File: src/rtl/seq_comparator.sv
// Multi-cycle magnitude comparator: captures two operands on start and compares
// them CHUNK bits per cycle from the MS end, stopping at the first differing chunk.
module seq_comparator #(
  parameter int unsigned WIDTH = 16,
  parameter int unsigned CHUNK = 4,
  localparam int unsigned NCHUNK = WIDTH / CHUNK,
  localparam int unsigned IDXW = (NCHUNK > 1) ? $clog2(NCHUNK) : 1
) (
  input  logic             clk,
  input  logic             rst,
  input  logic             start,
  input  logic [WIDTH-1:0] a,
  input  logic [WIDTH-1:0] b,
  input  logic             signed_mode,
  output logic             busy,
  output logic             done,
  output logic             eq,
  output logic             lt,
  output logic             gt,
  output logic [IDXW-1:0]  diff_idx
);

  typedef enum logic {S_IDLE, S_RUN} state_t;

  localparam logic [CHUNK-1:0] MSB_MASK = CHUNK'(1) << (CHUNK - 1);

  state_t           r_state;
  logic [WIDTH-1:0] r_a;
  logic [WIDTH-1:0] r_b;
  logic             r_sgn;
  logic [IDXW-1:0]  r_k;
  logic             r_busy;
  logic             r_done;
  logic             r_eq;
  logic             r_lt;
  logic             r_gt;
  logic [IDXW-1:0]  r_idx;

  logic [31:0]      w_shift;
  logic [CHUNK-1:0] w_flip;
  logic [CHUNK-1:0] w_ca;
  logic [CHUNK-1:0] w_cb;
  logic             w_last;

  // Current chunk, with the sign bit of the MS chunk inverted in signed mode
  // so an unsigned chunk compare yields the two's-complement ordering.
  assign w_shift = (32'(NCHUNK) - 32'd1 - 32'(r_k)) * 32'(CHUNK);
  assign w_flip  = (r_sgn && (r_k == '0)) ? MSB_MASK : '0;
  assign w_ca    = CHUNK'(r_a >> w_shift) ^ w_flip;
  assign w_cb    = CHUNK'(r_b >> w_shift) ^ w_flip;
  assign w_last  = (r_k == IDXW'(NCHUNK - 1));

  always_ff @(posedge clk or posedge rst) begin
    if (rst) begin
      r_state <= S_IDLE;
      r_a     <= '0;
      r_b     <= '0;
      r_sgn   <= 1'b0;
      r_k     <= '0;
      r_busy  <= 1'b0;
      r_done  <= 1'b0;
      r_eq    <= 1'b0;
      r_lt    <= 1'b0;
      r_gt    <= 1'b0;
      r_idx   <= '0;
    end else begin
      r_done <= 1'b0;
      case (r_state)
        S_IDLE: begin
          if (start) begin
            r_a     <= a;
            r_b     <= b;
            r_sgn   <= signed_mode;
            r_k     <= '0;
            r_busy  <= 1'b1;
            r_state <= S_RUN;
          end
        end
        S_RUN: begin
          if (w_ca != w_cb) begin
            r_eq    <= 1'b0;
            r_lt    <= (w_ca < w_cb);
            r_gt    <= (w_ca > w_cb);
            r_idx   <= r_k;
            r_done  <= 1'b1;
            r_busy  <= 1'b0;
            r_state <= S_IDLE;
          end else if (w_last) begin
            r_eq    <= 1'b1;
            r_lt    <= 1'b0;
            r_gt    <= 1'b0;
            r_idx   <= r_k;
            r_done  <= 1'b1;
            r_busy  <= 1'b0;
            r_state <= S_IDLE;
          end else begin
            r_k <= r_k + IDXW'(1);
          end
        end
        default: begin
          r_busy  <= 1'b0;
          r_state <= S_IDLE;
        end
      endcase
    end
  end

  assign busy     = r_busy;
  assign done     = r_done;
  assign eq       = r_eq;
  assign lt       = r_lt;
  assign gt       = r_gt;
  assign diff_idx = r_idx;

endmodule

File: config.mk
export PLATFORM = sky130hd
export DESIGN_NAME = seq_comparator
export DESIGN_NICKNAME = d
export VERILOG_FILES = /design/src/rtl/seq_comparator.sv
export SDC_FILE = /design/constraint.sdc
export NUM_CORES = 1
export LEC_CHECK = 0
export BUFFER_PORTS_ARGS = -buffer_cell sky130_fd_sc_hd__buf_2
export CAP_MARGIN = 20
export CORE_MARGIN = 5
export CORE_UTILIZATION = 30
export CTS_BUF_LIST = sky130_fd_sc_hd__clkbuf_8 sky130_fd_sc_hd__clkbuf_16
export CTS_CLUSTER_DIAMETER = 80
export DETAILED_ROUTE_END_ITERATION = 8
export HOLD_SLACK_MARGIN = 0.02
export PLACE_DENSITY_LB_ADDON = 0.1
export SLEW_MARGIN = 20
export SYNTH_ARGS = -nofsm -noshare
export SYNTH_HDL_FRONTEND = slang
export SYNTH_SLANG_ARGS = --single-unit
File: constraint.sdc
create_clock -name clk -period 3.3 [get_ports clk]
set_input_delay 0.66 -clock clk [delete_from_list [all_inputs] [get_ports clk]]
set_output_delay 0.66 -clock clk [all_outputs]
set_load 0.01 [all_outputs]
Word level (Yosys, flattened, before mapping)

Index checks and enable logic that the tools add are counted.

Flip-flop bits (word level): 43
Bits of input ports: 36
Logic and storage cells: 55

$lt $le $gt $ge: 2
Bitwise operators: 3
Shift operators: 2
Add/sub/neg operators: 2
Mux-type cells: 22
Equality and inequality tests: 6
Reductions and logical operators: 7

Operator list:

| operator              | count |
|---|---|
| $shr A16 B32 Y4       | 2 |
| $mux W1               | 13 |
| $mux W2               | 5 |
| $xor A4 B4 Y4         | 2 |
| $ne A2 B2 Y1 const B  | 3 |
| $reduce_and A2 Y1     | 3 |
| $gt A4 B4 Y1          | 1 |
| $lt A4 B4 Y1          | 1 |
| $mux W4               | 1 |
| $ne A4 B4 Y1          | 1 |
| $pmux W1 S2           | 2 |
| $pmux W2 S2           | 1 |
| $ne A3 B1 Y1 const B  | 1 |
| $reduce_and A3 Y1     | 1 |
| $sub A2 B2 Y3 const A | 1 |
| $add A2 B1 Y2 const B | 1 |
| $eq A2 B2 Y1 const B  | 1 |
| $logic_not A2 Y1      | 1 |
| $reduce_bool A2 Y1    | 1 |
| $logic_and A1 B1 Y1   | 1 |
| $not A1 Y1            | 1 |

Longest topological paths before layout

Gate-level depths: netlist of run 1.

Word-level depth: 7
Depth in mapped cells: 11
Depth with buffers taken out: 10

Least setup slack after synthesis of run 1

Ideal clock, no wire load.

Kind: register to register
Start: reg r_k[0]
End: reg r_k[1]
Buffers on the path: 1
Setup time: 0.125 ns
Period minus slack after synthesis: 2.571 ns
Arrival: 2.446 ns
Cell stages (with the launch flop): 8
Path slack: 0.729 ns
Cells stage by stage: dfrtp_1 > buf_2 > mux4_2 > xor2_1 > ha_1 > nand2_1 > or4b_4 > mux2_4

Word-level cells in the longest chain between the ends: 7

RTL lines:

| element                                               | RTL line | text |
|---|---|---|
| start, declared                                       | 31       | `logic [IDXW-1:0] r_k;` |
| start signal, assigned                                | 97       | `r_k <= r_k + IDXW'(1);` |
| branches (longest 7 deep; another with $sub A2 B2 Y3) | --       |  |

Several ways; the timed one is not identified. The select of a mux whose other input is x is not followed.
A chain may end at the register's enable or synchronous reset.

Worst setup path after layout of run 1

Same ends and word-level chain as after synthesis.

==> results of run 1 <==
cells in the final DEF (no fill, tap or decap), drive strengths merged:
| master | n |
|---|---|
| or4b | 1 |
| dfrtp | 43 |
| bufinv | 1 |
| buf | 43 |
| mux4 | 8 |
| mux2i | 1 |
| nor2b | 1 |
| o31ai | 1 |
| a21oi | 2 |
| nor2 | 3 |
| clkinv | 2 |
| o21ai | 5 |
| xnor2 | 1 |
| nand2 | 9 |
| mux2 | 34 |
| xor2 | 1 |
| a22o | 1 |
| clkbuf | 6 |
| ha | 6 |
| inv | 9 |
cell usage after synthesis:
library cell,n,area share (%)
mux4_2,8,9.3
nor2b_1,1,0.32
a22o_1,1,0.45
nor2_1,3,0.58
mux2_2,33,19
xor2_1,1,0.45
buf_2,5,1.3
or4b_4,1,0.71
ha_1,6,3.9
dfrtp_1,43,56
clkbuf_1,1,0.19
o31ai_2,1,0.65
a21oi_1,2,0.52
mux2i_1,1,0.52
mux2_4,1,0.78
nand2_1,9,1.7
xnor2_1,1,0.45
inv_1,10,1.9
o21ai_0,5,1.3
registers in the layout, summed over array words and instances, names as in the netlist:
register	flops
eq	1
lt	1
r_state	1
r_sgn	1
r_a	16
r_b	16
diff_idx	2
r_k	2
gt	1
busy	1
done	1
tightest hold or removal path, delay by kind of cell:
kind,cells,cell delay (ns)
buffers and inverters,3,0.57
path summary, 6_finish.rpt:
check,startpoint,endpoint,depth (start not counted)
worst max-delay path,r_k[0]$_DFFE_PP0P_,r_k[1]$_DFFE_PP0P_,6
worst min-delay path,rst,eq$_DFFE_PP0P_,3
worst max register to register,r_k[0]$_DFFE_PP0P_,r_k[1]$_DFFE_PP0P_,6
worst min register to register,lt$_DFFE_PP0P_,lt$_DFFE_PP0P_,2
max in group asynchronous,rst,r_b[13]$_DFFE_PP0P_,3
min in group clk,lt$_DFFE_PP0P_,lt$_DFFE_PP0P_,2
power by group:
| group | internal (W) | leakage, nW | switching [W] |
|---|---|---|---|
| Clock | 0.000245 | 0.0612 | 0.000179 |
| Combinational | 0.000373 | 0.503 | 0.000313 |
| Sequential | 0.000741 | 0.513 | 0.000125 |
| Total | 0.00136 | 1.08 | 0.000618 |
per-layer routing:
metal | global-route usage [%] | vias to the layer above
li1 | - | 551
met1 | 12.0 | 582
met2 | 15.9 | 25
met3 | 3.83 | 4
met4 | 3.35 | 0
met5 | 0 | -
kinds of logic (layout without fill, tap and decap cells):
logic type                 count (synthesis)  in the layout
adders and majority gates                  6              6
AOI/OAI and AO/OA                          9              9
DFF                                       43             43
xor gates and xnor gates                   2              2
muxes                                     43             43
and+or+nand+nor                           14             14
buffers and inverters                     16             61
layout make-up:
cell class / count / share of cell area (%)
flip-flops and latches: 43 / 45.9
inverters: 10 / 1.60
clock inverters: 2 / 1.49
well taps: 77 / 4.11
repair buffers: 43 / 9.29
clock buffers: 6 / 3.52
multi-input cells: 74 / 34.1
through the flow:
| step | power, W | hold WS (ns) |
|---|---|---|
| 2_1_floorplan | 0.00138 | 0.475 |
| 3_3_place_gp | 0.00156 | 0.459 |
| 3_5_place_dp | 0.00158 | 0.472 |
| 4_1_cts | 0.00201 | 0.490 |
| 5_1_grt | 0.00212 | 0.511 |
| 6_report | 0.00198 | 0.468 |
==> results.tsv, run 1 <==
metric	value	unit
p_per_area	844	nW/um^2
fill_cells	631	
yosysUniqueCellTypes	19	
crit_path_max_incr_delay	0.74	ns
cts_tree	done	
io_buffers	42	
critPathMaxFanout	11	
hold_class	in2async	
die-area	8150	um^2
vias_per_cell	4.56	
dr.first_iter.drc_count	35	
critPathCaptureType	register	
synth_fa_ha_area_share	3.88	%
finalCritPeriodShare	87.2	%
layout.nets	219	
ctsResizeCount	0	
synth_nets	175	
yosys_register_bits	43	
grt_pass1_vias	1299	
slew_viol_final	0	
max_slew_margin	35.7	%
wl_per_cell	14.7	um
fin_tns_setup	0	ns
synth_top_family_by_area	multiplexers	
path_cells	mux4_2 -> xor2_1 -> ha_1 -> nand2_1 -> or4b_4 -> mux2_4	
dr.pass1.iters	3	
die_h	90.3	um
critPathSlowestCell	dfrtp_1	
core_area	6310	um^2
regArea	1080	um^2
path_class	reg2reg	
dp_cells	247	
finalNonFillerCells	255	
vias	1162	
insertion_delay	0.30	ns
skew	0.00743	ns
grt_setup_unrepaired	false	
avgSynthCellArea	14.5	um^2
gr-total-overflow	0	
cellLeakagePower	1.08	nW
clk_pin_slew	0.08	ns
yosysWarnings	0	
synth_mux_area_share	29.8	%
syn_to_final_growth	21.2	%
numCtsBuffers	5	
period_needed	2.88	ns
peakVddDrop	0.328	mV
arrival	3.06	ns
initial_utilization	30.6	%
drive_above_1_share	53.9	%
drc	0	
fin_area	2340	um^2
finalSetupViolations	0	
syn_area	1930	um^2
ioPinCount	43	
n_antenna_cell	0	
top_layer	met4	
cts_setup_buffers	0	
fin_util	37.1	%
antenna_found_initial	0	
seq_area_frac_synth	55.7	%
wl	3750	um
cp_data_required_time	3.48	ns
grt_max_degree	44	
ant_nets	0	
dr_wl_met2	1910	um
rows	29	
cts.path.max_buffers	2	
wl_met3	240	um
cts_root_buffer	clkbuf_8	
die_w	90.3	um
syn_inst	133	
multi_input_area	798	um^2
cts.sinks	43	
hpwl	2800	um
status	finished clean	
path_buf_inv	0	
synth_xor_area_share	0.906	%
grt_pass1_wl	6410	um
cp_top_family	multiplexers	
drt-met1-wl	1560	um
drv_cap	0	
fmax	347	MHz
yosys.area_share.simple	3.37	%
worst_pin_slew	0.962	ns
grtUsageTotal	9.82	%
place_ws	0.394	ns
hold_viol	0	
placed_area	2230	um^2
r2r_setup_slack	0.42	ns
place.gp.congestion	0.714	
critPathLaunchType	register	
htree_levels	2	
holdBufCountCts	0	
setup_ws	0.422	ns
synth_compound_area_share	2.91	%
(Power assumes the default switching activity.)
==> inputs of run 2 (changes only) <==
--- a/config.mk
+++ b/config.mk
@@ -8,7 +8,7 @@
 export BUFFER_PORTS_ARGS = -buffer_cell sky130_fd_sc_hd__buf_2
 export CAP_MARGIN = 20
 export CORE_MARGIN = 5
-export CORE_UTILIZATION = 30
+export CORE_UTILIZATION = 53
 export CTS_BUF_LIST = sky130_fd_sc_hd__clkbuf_8 sky130_fd_sc_hd__clkbuf_16
 export CTS_CLUSTER_DIAMETER = 80
 export DETAILED_ROUTE_END_ITERATION = 8
==> results.tsv, run 2 (synthesis gave the netlist of run 1 again) <==
metric	value	unit	change
drv_cap	0		unchanged
holdBufCountCts	0		unchanged
setup_ws	0.475	ns	+0.0537 ns
cts_root_buffer	clkbuf_8		
status	finished clean		
r2r_setup_slack	0.48	ns	+0.05 ns
die-area	4960	um^2	-39%
r2r_start	r_k[0]$_DFFE_PP0P_		
arrival	3.01	ns	-0.05 ns
dr.pass1.iters	3		unchanged
wl_per_cell	14.6	um	-0.64%
rows	22		-24%
initial_utilization	53.6	%	+23 points
placed_area	2200	um^2	-1.2%
worst_pin_slew	0.610	ns	-0.352 ns
htree_levels	2		unchanged
grt_pass1_vias	1339		+3.1%
ant_nets	0		unchanged
r2r-end	eq$_DFFE_PP0P_		
clk_pin_slew	0.07	ns	about the same
critPathLaunchType	register		
hold_viol	0		unchanged
multi_input_area	793	um^2	-0.63%
numCtsBuffers	5		unchanged
cts.sinks	43		unchanged
core_area	3610	um^2	-43%
place_ws	0.466	ns	+0.0719 ns
grt_max_degree	27		-39%
critPathCaptureType	register		
wl	3350	um	-11%
vias	1153		-0.77%
fin_area	2330	um^2	-0.69%
finalCritPeriodShare	85.6	%	-1.6 points
hpwl	2530	um	-9.4%
regArea	1080	um^2	unchanged
dr.first_iter.drc_count	58		+66%
syn_to_final_growth	20.4	%	
grtUsageTotal	15.7	%	+5.9 points
skew	0.00184	ns	-0.00559 ns
n_antenna_cell	0		unchanged
finalSetupViolations	0		unchanged
vias_per_cell	5.03		+10%
fmax	354	MHz	+1.9%
mostFrequentLayoutCell	dfrtp_1		
layout_common_cells	43 x dfrtp_1, 42 x buf_2, 33 x mux2_2		
layout.nets	222		+1.4%
die_w	70.4	um	-22%
hold_class	in2async		
antenna_found_initial	0		unchanged
period_needed	2.82	ns	-0.0537 ns
cellLeakagePower	1.09	nW	+1.2%
slew_viol_final	0		unchanged
io_buffers	42		unchanged
ctsResizeCount	0		unchanged
path_class	reg2reg		
max_slew_margin	59.4	%	+24 points
ioPinCount	43		unchanged
critPathMaxFanout	11		unchanged
gr-total-overflow	0		unchanged
fill_cells	283		-55%
drive_above_1_share	54.1	%	+0.21 points
drc	0		unchanged
insertion_delay	0.28	ns	-0.02 ns
p_per_area	815	nW/um^2	-3.4%
cts_setup_buffers	0		unchanged
largest_registers	r_a x16, r_b x16		
grt_pass1_wl	5960	um	-7.0%
cts.path.max_buffers	2		unchanged
ff2ff_path_depth	8		+2
place.gp.congestion	0.831		+16%
cp_data_required_time	3.48	ns	about the same
cts_tree	done		
die_h	70.4	um	-22%
fin_tns_setup	0	ns	unchanged
peakVddDrop	0.404	mV	+23%
grt_setup_unrepaired	false		
-- run 2: changes by cell type in the layout (fill, tap and decap cells not counted) --
| cell | change |
|---|---|
| buf_16 | +1 |
| buf_4 | +2 |
| bufinv_16 | -1 |
| clkbuf_8 | +1 |
| clkinv_2 | -1 |
| inv_1 | +1 |
| nor2b_2 | +1 |
| nor2b_4 | -1 |
-- run 2: report_power, final --
part / switching [W] / internal [W]
logic: 0.000311 / 0.000381
registers: 0.000119 / 0.000742
clock network: 0.000155 / 0.000188
-- run 2: worst max path at each step --
stage	startpoint	endpoint	slack, ns	cells past startpoint
after detailed placement	r_k[0]$_DFFE_PP0P_	r_k[1]$_DFFE_PP0P_	0.47	6
after global routing	r_k[0]$_DFFE_PP0P_	eq$_DFFE_PP0P_	0.18	8
after floorplan	r_k[0]$_DFFE_PP0P_	r_k[1]$_DFFE_PP0P_	0.73	7
after CTS	r_k[0]$_DFFE_PP0P_	r_k[1]$_DFFE_PP0P_	0.44	6
after global placement	r_k[0]$_DFFE_PP0P_	r_k[1]$_DFFE_PP0P_	0.50	6
final	r_k[0]$_DFFE_PP0P_	eq$_DFFE_PP0P_	0.48	8
-- run 2: through the flow --
| stage | total power, W | util, % | hold slack, ns | std cells |
|---|---|---|---|---|
| floorplan | 0.00138 | - | 0.475 | 133 |
| CTS | 0.00192 | 63.8 | 0.485 | 228 |
| global route | 0.00206 | 64.5 | 0.265 | 229 |
| detailed placement | 0.00156 | 61.0 | 0.467 | 220 |
| finish | 0.00190 | 64.5 | 0.271 | 229 |
| global placement | 0.00153 | 61.0 | 0.460 | 220 |
-- run 2: critical path, stage by stage, from the launching register on --
cell     delay, ns
dfrtp_1       0.73
mux4_2        0.59
xor2_1        0.16
ha_1          0.29
nand2_1       0.10
o31ai_2       0.52
inv_1         0.15
nor2_1        0.13
nor2_1        0.05
-- run 2: layout make-up --
class,instances,area share [%]
inverters,10,1.61
clock inverters,1,0.161
multi-input cells,74,34.1
repair buffers,46,11.2
clock buffers,7,4.14
flip-flops and latches,43,46.2
well taps,48,2.58
-- run 2: per-layer routing --
metal	vias to the layer above	wire length (um)	global-route usage (%)
met5	-	0	0
met4	0	68	7.02
met3	7	187	5.32
met2	26	1670	25.5
met1	561	1420	18.9
li1	559	-	-
==> inputs of run 3 (changes only) <==
--- a/config.mk
+++ b/config.mk
@@ -13,7 +13,7 @@
 export CTS_CLUSTER_DIAMETER = 80
 export DETAILED_ROUTE_END_ITERATION = 8
 export HOLD_SLACK_MARGIN = 0.02
-export PLACE_DENSITY_LB_ADDON = 0.1
+export PLACE_DENSITY = 0.75
 export SLEW_MARGIN = 20
 export SYNTH_ARGS = -nofsm -noshare
 export SYNTH_HDL_FRONTEND = slang
==> results.tsv, run 3 (synthesis gave the netlist of run 1 again) <==
metric	value	unit	change
status	finished clean		
grt_pass1_vias	1299		-3.0%
insertion_delay	0.29	ns	about the same
fmax	354	MHz	about the same
clk_pin_slew	0.07	ns	about the same
drv_cap	0		unchanged
r2r-end	r_k[1]$_DFFE_PP0P_		
layout.nets	221		-0.45%
comb_power_share	37.4	%	+0.9 points
dp_cells	220		unchanged
p_per_area	810	nW/um^2	-0.64%
wl_per_cell	14.8	um	+1.1%
swShare	31.6	%	+0.70 points
die_w	70.4	um	unchanged
critPathLaunchType	register		
mostFrequentLayoutCell	dfrtp_1		
placed_area	2200	um^2	unchanged
syn_to_final_growth	17.5	%	
min_path_cells	2		
p_seq_share	46.7	%	+1.3 points
antenna_found_initial	0		unchanged
skew	0.00595	ns	+0.00411 ns
drc	0		unchanged
fill_cells	285		+0.71%
grt_setup_unrepaired	false		
place.gp.congestion	0.787		-5.2%
rows	22		unchanged
n_antenna_cell	0		unchanged
grtUsageTotal	15.4	%	-0.36 points
die_h	70.4	um	unchanged
critPathCaptureType	register		
holdBufCountCts	0		unchanged
ioPinCount	43		unchanged
cts_root_buffer	clkbuf_8		
max_slew_margin	45.3	%	-14 points
vias_per_cell	5.15		+2.3%
finalCritPeriodShare	85.6	%	about the same
r2r_start	r_k[0]$_DFFE_PP0P_		
ff2ff_path_depth	6		-2
cts.sinks	43		unchanged
ant_nets	0		unchanged
dr.first_iter.drc_count	32		-45%
initial_utilization	53.6	%	unchanged
critPathMaxFanout	11		unchanged
fin_area	2270	um^2	-2.4%
die-area	4960	um^2	unchanged
grt_pass1_wl	5910	um	-0.81%
dr.pass1.iters	4		+1
r2r_setup_slack	0.48	ns	about the same
ctsResizeCount	0		unchanged
p_int	0.00126	W	-4.0%
worst_pin_slew	0.819	ns	+0.209 ns
slew_viol_final	0		unchanged
path_class	reg2reg		
vias	1164		+0.95%
clkPwrFrac	15.9	%	-2.2 points
hold_class	reg2reg		
wl	3340	um	-0.21%
finalSetupViolations	0		unchanged
p_sw	0.000582	W	-0.78%
worstHoldStart	diff_idx[0]$_DFFE_PP0P_		
cellLeakagePower	1.07	nW	-2.1%
hold_path_end	diff_idx[0]$_DFFE_PP0P_		
numCtsBuffers	5		unchanged
peakVddDrop	0.464	mV	+15%
finalNonFillerCells	226		-1.3%
hpwl	2660	um	+5.1%
arrival	2.99	ns	-0.02 ns
fin_tns_setup	0	ns	unchanged
grt_max_degree	24		-11%
cp_data_required_time	3.47	ns	about the same
htree_levels	2		unchanged
drive_above_1_share	53.4	%	-0.77 points
layout_common_cells	43 x dfrtp_1, 42 x buf_2, 33 x mux2_2		
period_needed	2.82	ns	-0.000349 ns
io_buffers	42		unchanged
hold_viol	0		unchanged
core_area	3610	um^2	unchanged
cts.path.max_buffers	2		unchanged
gr-total-overflow	0		unchanged
cts_setup_buffers	0		unchanged
largest_registers	r_a x16, r_b x16		
cts_tree	done		
-- run 3: changes by cell type in the layout (fill, tap and decap cells not counted) --
| cell | change |
|---|---|
| clkbuf_8 | -2 |
| clkinv_1 | -1 |
| buf_16 | -1 |
| inv_1 | +1 |
-- run 3: final cells by class --
cell class                 count  area (um^2)  share of cell area [%]
multi-input combinational     74          793                    34.9
sequential                    43         1080                    47.4
inverter                      10         37.5                    1.65
timing repair buffer          45          233                    10.2
clock buffer                   5         68.8                    3.03
clock inverter                 1         3.75                   0.165
tap                           48         60.1                    2.64
-- run 3: through the flow --
step	power (W)	utilization (%)	worst slack, ns	hold WS (ns)
after global routing	0.00199	63.0	0.337	0.493
after CTS	0.00186	63.0	0.447	0.481
after floorplan	0.00138	-	0.729	0.475
after detailed placement	0.00157	61.0	0.454	0.465
after global placement	0.00153	61.0	0.512	0.455
final	0.00184	63.0	0.476	0.476
-- run 3: metal layers --
layer | vias up | track usage (%) | part of all wire (%)
met5 | - | 0 | 0
met4 | 0 | 5.74 | 1.4
met3 | 6 | 5.76 | 6.3
met2 | 34 | 25.9 | 53
met1 | 567 | 17.7 | 39
li1 | 557 | - | -
-- run 3: power by group through the flow --
stage          sequential, W  clock [W]  combinational [W]
2_1_floorplan       0.000842          0           0.000534
6_report            0.000860   0.000292           0.000689
3_5_place_dp        0.000877          0           0.000694
5_1_grt             0.000889   0.000325           0.000773
3_3_place_gp        0.000865          0           0.000660
4_1_cts             0.000866   0.000298           0.000697
-- run 3: worst max-delay path by stage --
stage / startpoint / end / slack, ns / cells past startpoint
floorplan: r_k[0]$_DFFE_PP0P_ / r_k[1]$_DFFE_PP0P_ / 0.73 / 7
global placement: r_k[0]$_DFFE_PP0P_ / r_k[1]$_DFFE_PP0P_ / 0.51 / 6
detailed placement: r_k[0]$_DFFE_PP0P_ / r_k[1]$_DFFE_PP0P_ / 0.45 / 6
CTS: r_k[0]$_DFFE_PP0P_ / r_k[1]$_DFFE_PP0P_ / 0.45 / 6
global route: r_k[0]$_DFFE_PP0P_ / r_k[1]$_DFFE_PP0P_ / 0.34 / 6
finish: r_k[0]$_DFFE_PP0P_ / r_k[1]$_DFFE_PP0P_ / 0.48 / 6
-- run 3: worst max-delay path, cell delays in order, from the launching register on --
cell     delay (ns)
dfrtp_1        0.72
mux4_2         0.60
xor2_1         0.16
ha_1           0.30
nand2_1        0.11
or4b_4         0.52
mux2_4         0.31
